==> config.mk <==
export PLATFORM = sky130hd
export DESIGN_NAME = reshape_out
export DESIGN_NICKNAME = d
export VERILOG_FILES = /design/src/rtl/reshape_out.sv
export SDC_FILE = /design/constraint.sdc
export NUM_CORES = 1
export LEC_CHECK = 0
export BUFFER_PORTS_ARGS = -buffer_cell sky130_fd_sc_hd__buf_2
export CAP_MARGIN = 0
export CORE_MARGIN = 2
export CORE_UTILIZATION = 40
export CTS_CLUSTER_DIAMETER = 120
export CTS_CLUSTER_SIZE = 8
export DETAILED_ROUTE_END_ITERATION = 8
export PLACE_DENSITY = 0.65
export SLEW_MARGIN = 15
export SYNTH_ARGS = -nofsm -noshare
export SYNTH_HDL_FRONTEND = slang
export SYNTH_SLANG_ARGS = --single-unit
==> constraint.sdc <==
create_clock -name clk -period 13.5 [get_ports clk]
set_input_delay 0.675 -clock clk [delete_from_list [all_inputs] [get_ports clk]]
set_output_delay 0.675 -clock clk [all_outputs]
set_load 0.02 [all_outputs]
==> src/rtl/reshape_out.sv <==
// -----------------------------------------------------------------------------
// reshape_out
//
// Takes one full result frame from the PE array (PE_COL*PE_ROW elements packed
// into din) and serialises it into a stream of single-element write beats for
// the output store. Each beat carries one element (optionally ReLU-clamped) and
// its store address, which is base_addr + element index, modulo 2^AWIDTH.
// A one-cycle done pulse follows the last beat.
//
// Ports
//   clk         : clock, all logic on the rising edge
//   rst_n       : synchronous, active-low reset
//   work_mode   : 00 idle (no frames accepted), 01/10 plain copy, 11 ReLU
//   din         : packed frame, element k at [N*DWIDTH-1-k*DWIDTH -: DWIDTH]
//   in_valid    : din/base_addr hold a frame to accept
//   in_ready    : block is idle and willing to accept a frame
//   base_addr   : store address of element 0, captured with the frame
//   dout        : current serialised element
//   store_addr  : store address of dout
//   out_valid   : dout/store_addr hold a beat
//   out_ready   : store accepts the current beat
//   done        : single-cycle pulse after the final beat of a frame
// -----------------------------------------------------------------------------
module reshape_out #(
  parameter int DWIDTH = 16,
  parameter int AWIDTH = 10,
  parameter int PE_COL = 4,
  parameter int PE_ROW = 4
) (
  input  logic                               clk,
  input  logic                               rst_n,
  input  logic [1:0]                         work_mode,
  input  logic [PE_COL*PE_ROW*DWIDTH-1:0]    din,
  input  logic                               in_valid,
  output logic                               in_ready,
  input  logic [AWIDTH-1:0]                  base_addr,
  output logic [DWIDTH-1:0]                  dout,
  output logic [AWIDTH-1:0]                  store_addr,
  output logic                               out_valid,
  input  logic                               out_ready,
  output logic                               done
);

  localparam int N    = PE_COL * PE_ROW;
  // idx must reach N-1; keep at least one bit for the degenerate N=1 case.
  localparam int IDXW = (N > 1) ? $clog2(N) : 1;
  // Common width for adding the index to the address regardless of which
  // of the two is wider; the sum is then truncated to AWIDTH.
  localparam int EXTW = (IDXW > AWIDTH) ? IDXW : AWIDTH;
  localparam logic [IDXW-1:0] LAST_IDX = IDXW'(N - 1);

  typedef enum logic [1:0] {
    IDLE  = 2'b00,
    SHIFT = 2'b01,
    DONE  = 2'b10
  } state_t;

  state_t            state_q, state_d;
  logic [IDXW-1:0]   idx_q, idx_d;
  logic [DWIDTH-1:0] frame_q [N];
  logic [AWIDTH-1:0] base_q;
  logic              relu_q;

  logic              mode_active;
  logic              accept;
  logic              beat_xfer;
  logic [DWIDTH-1:0] elem;
  logic [EXTW-1:0]   idx_wide;
  logic [EXTW-1:0]   addr_wide;

  assign mode_active = (work_mode != 2'b00);

  // in_ready is gated by rst_n so that it stays low for the whole time reset
  // is asserted, not just from the first reset edge onward.
  assign in_ready  = rst_n && (state_q == IDLE) && mode_active;
  assign accept    = (state_q == IDLE) && mode_active && in_valid;
  assign beat_xfer = (state_q == SHIFT) && out_ready;

  // State register and beat index.
  always_ff @(posedge clk) begin
    if (!rst_n) begin
      state_q <= IDLE;
      idx_q   <= '0;
    end else begin
      state_q <= state_d;
      idx_q   <= idx_d;
    end
  end

  // Next-state logic. The index only advances on an accepted beat, which is
  // what keeps dout/store_addr stable while the store stalls us. Leaving SHIFT
  // resets idx so it never exceeds N-1.
  always_comb begin
    state_d = state_q;
    idx_d   = idx_q;
    case (state_q)
      IDLE: begin
        if (accept) begin
          state_d = SHIFT;
          idx_d   = '0;
        end
      end
      SHIFT: begin
        if (beat_xfer) begin
          if (idx_q == LAST_IDX) begin
            state_d = DONE;
            idx_d   = '0;
          end else begin
            idx_d = idx_q + IDXW'(1);
          end
        end
      end
      DONE: begin
        state_d = IDLE;
      end
      default: begin
        state_d = IDLE;
        idx_d   = '0;
      end
    endcase
  end

  // Frame capture. The whole frame, base address and the ReLU decision are
  // latched at accept, so later work_mode or din changes cannot disturb a
  // frame that is already being streamed out.
  always_ff @(posedge clk) begin
    if (!rst_n) begin
      for (int k = 0; k < N; k++) begin
        frame_q[k] <= '0;
      end
      base_q <= '0;
      relu_q <= 1'b0;
    end else if (accept) begin
      for (int k = 0; k < N; k++) begin
        frame_q[k] <= din[N*DWIDTH-1-k*DWIDTH -: DWIDTH];
      end
      base_q <= base_addr;
      relu_q <= (work_mode == 2'b11);
    end
  end

  assign elem      = frame_q[idx_q];
  assign idx_wide  = EXTW'(idx_q);
  assign addr_wide = EXTW'(base_q) + idx_wide;

  // Beat outputs are driven only in SHIFT and held at zero otherwise, so the
  // data/address bus is quiet whenever out_valid is low.
  always_comb begin
    out_valid  = 1'b0;
    done       = 1'b0;
    dout       = '0;
    store_addr = '0;
    case (state_q)
      SHIFT: begin
        out_valid  = 1'b1;
        store_addr = addr_wide[AWIDTH-1:0];
        if (relu_q && elem[DWIDTH-1]) begin
          dout = '0;
        end else begin
          dout = elem;
        end
      end
      DONE: begin
        done = 1'b1;
      end
      default: begin
        out_valid = 1'b0;
      end
    endcase
  end

endmodule
==> summary.md <==
| Metric | Value |
|---|---|
| Clock Path Buffers | 3 |
| Starting Density | 0.405 |
| M2 GR Usage | 0.322 |
| Number of max-cap violations | 0 |
| Post-DP HPWL | 23.7 mm |
| Met3 Usage GRT | 0.0567 |
| Fin crit share | 0.324 |
| CP max FO | 44 |
| Max frequency | 228 MHz |
| GRT overflow | 0 |
| Layout cells sized above 1 | 0.372 |
| Largest net degree at the start of global routing | 156 |
| TritonCTS clock tree | yes |
| I/O Buffers | 300 |
| Area of the multi-input gates | 4280 um^2 |
| Worst path max stage delay | 710 ps |
| Global-route wire length before repair | 49.1 mm |
| # fillers | 2,711 |
| Syn Inst Count | 809 |
| Post-Syn Area | 12,800 um^2 |
| Number of clock sinks | 277 |
| Initial drt markers | 722 |
| Clk root buf | clkbuf_16 |
| Critical path class | reg2out |
| Reg-to-reg endpoint | frame_q[0][9] |
| Reg2reg setup slack | 10,100 ps |
| Resize count post-CTS | 0 |
| Via-to-Cell Ratio | 5.35 |
| Most frequent cells in the layout | buf_2, edfxtp_1, and3_1 |
| Type of destination of the critical path | primary output |
| Slew HR | 0.281 |
| Status | completed |
| Height of the die | 183 um |
| Final min period | 4380 ps |
| Worst IR Drop VDD | 85.6 uV |
| Final WL | 33.8 mm |
| Setup bufs post-CTS | 0 |
| Final setup violation count | 0 |
| Flops & latches, synth | 277 |
| Fin Setup TNS | 0 ps |
| Die Wd | 183 um |
| Distinct cells, synth | 43 |
| Cts hold-fix bufs | 0 |
| Register area | 8120 um^2 |
| Commonest non-fill, non-tap cell in the layout | buf_2 |
| Post-Syn Area per Cell | 15.8 um^2 |
| Clock skew | 18.8 ps |
| Yosys warns | 0 |
| Std cell rows | 65 |
| Slew @ Worst Pin | 1080 ps |
| Power Dens Cells | 135 nW/um^2 |
| Clock Pin Slew Worst Setup and Hold Paths | 50 ps |
| Leak pwr | 6.68 nW |
| Busiest grt layer | met2 |
| GPL Wtd Cong | 0.829 |
| CP Launch Type | register |
| Place WS | 9540 ps |
| Layout area overhead | 22.0% |
| Arrival @ worst endpoint | 3710 ps |
| Fin. Hold Viols | 0 |
| Core ar. | 31,500 um^2 |
| Hold Crit Start | base_addr[6] |
| Wire per inst | 22.5 um |
| Worst path cell trace | buf_4 > mux4_1 > or2_1 > a41oi_2 > o21ai_2 > nor2b_1 > buf_2 |
| Nets | 1,368 |
| Ports | 301 |
| Post-route DRC | 0 |
| Htree depth | 2 |
| Setup WS post-layout | 9120 ps |
| Worst Path Required | 12,820 ps |
| Crit-path slowest cell | buf_4 |
| Hold endpoint | base_q[6] |
| Final Slew Violations | 0 |
| DRT Pass-1 Iters | 5 |
| Fin area | 15,600 um^2 |
| Via count | 8,038 |
| Tot GR Track Use | 0.201 |
| Vias in the first global route | 8,225 |
| Placement Cell Area | 14,500 um^2 |
| Worst min path class | in2reg |
| Clock Latency Late Sink | 510 ps |
| DIE AREA | 33,300 um^2 |
| Initial antenna violation count | 7 |
| CTS Buf Count | 40 |
| Reg2reg path depth | 5 |
| M1 GR Usage | 0.268 |
| RR Startpoint | state_q[1] |
| Seq/Total Area, Yosys | 0.635 |
| Final Hold Slack | 416 ps |
| Routed Antenna Nets | 0 |
| Synthesized Nets | 1,087 |
| Hold path cells | 3 |
| RSZ-0062 raised after global routing | no |
==> through the flow <==
stage,instances,util,total power [mW]
CTS,1501,0.494,2.12
global placement,1450,0.461,1.25
global route,1501,0.495,2.17
floorplan,809,-,1.17
finish,1503,0.495,2.10
detailed placement,1450,0.461,1.25
==> sequential cells by signal (all words and copies together), names as in the netlist, named ones only <==
signal   count
idx_q        4
base_q      10
state_q      2
frame_q    256
relu_q       1
==> worst max-delay path: cells and delay by family, from the launching register on <==
family	cells	cell delay (ps)
buffers and inverters	2	900
DFF	1	610
and+or+nand+nor	2	510
AOI/OAI and AO/OA	2	490
muxes	1	640
==> layer usage <==
metal	vias to the layer above	wire, um
met3	57	3310
met1	3878	13600
li1	3692	-
met2	409	16100
met5	-	11
met4	2	805
==> cell type report <==
class | count | area share
Multi-Input combinational cell | 454 | 0.275
Tap cell | 402 | 0.0323
Clock inverter | 3 | 0.00193
Inverter | 9 | 0.00217
Sequential cell | 277 | 0.521
Antenna cell | 2 | 0.000321
Timing Repair Buffer | 308 | 0.101
Clock buffer | 48 | 0.0662
==> where the power goes <==
group / leakage, nW / switching [mW] / internal [mW] / total [mW]
clock: 0.518 / 0.338 / 0.529 / 0.867
sequential: 2.90 / 0.0216 / 1.02 / 1.04
combinational: 3.26 / 0.104 / 0.0899 / 0.194
==> cells by family (layout without fill, tap and decap cells) <==
kind of cell               count (synthesis)  in the layout  synth area share
xor gates and xnor gates                   3              3           0.00206
muxes                                     90             90             0.154
DFF                                      277            277             0.635
and+or+nand+nor                          324            324             0.157
buffers and inverters                     78            368            0.0302
other                                      0              2                 0
adders and majority gates                  6              6           0.00647
AOI/OAI and AO/OA                         31             31            0.0156
==> synth_stat cells, drive strengths merged <==
| cell | instances | area [um^2] |
|---|---|---|
| or4 | 1 | 7.51 |
| clkbuf | 50 | 188 |
| or2 | 2 | 12.5 |
| o21a | 2 | 15.0 |
| inv | 9 | 33.8 |
| ha | 5 | 62.6 |
| a21oi | 12 | 60.1 |
| a21boi | 2 | 15.0 |
| a32oi | 1 | 8.76 |
| mux4 | 77 | 1830 |
| mux2i | 13 | 130 |
| a21o | 2 | 15.0 |
| a211oi | 1 | 7.51 |
| and3 | 162 | 1010 |
| nor2 | 8 | 30.0 |
| o21bai | 1 | 7.51 |
| xnor2 | 3 | 26.3 |
| nand2 | 4 | 15.0 |
| a31oi | 1 | 6.26 |
| o2111ai | 1 | 8.76 |
| nand4 | 1 | 6.26 |
| dfxtp | 21 | 420 |
| nand3 | 5 | 25.0 |
| o21ai | 7 | 38.8 |
| fa | 1 | 20.0 |
| buf | 16 | 129 |
| and4 | 1 | 8.76 |
| dlygate4sd3 | 1 | 10.0 |
| or3 | 3 | 18.8 |
| nor3b | 2 | 20.0 |
| edfxtp | 256 | 7690 |
| and2 | 97 | 607 |
| dlymetal6s2s | 2 | 25.0 |
| nor3 | 3 | 15.0 |
| nor2b | 32 | 200 |
| a41oi | 1 | 16.3 |
| nand2b | 3 | 18.8 |
==> how the worst max path moves through the flow <==
stage / start / end / cells past startpoint
4_1_cts: register / dout[2] / 7
6_report: register / dout[2] / 7
3_5_place_dp: register / dout[2] / 7
3_3_place_gp: register / dout[2] / 7
2_1_floorplan: work_mode[1] / frame_q[0][0] / 4
5_1_grt: register / dout[2] / 7
Note: power is estimated with default switching activity, not from simulation.
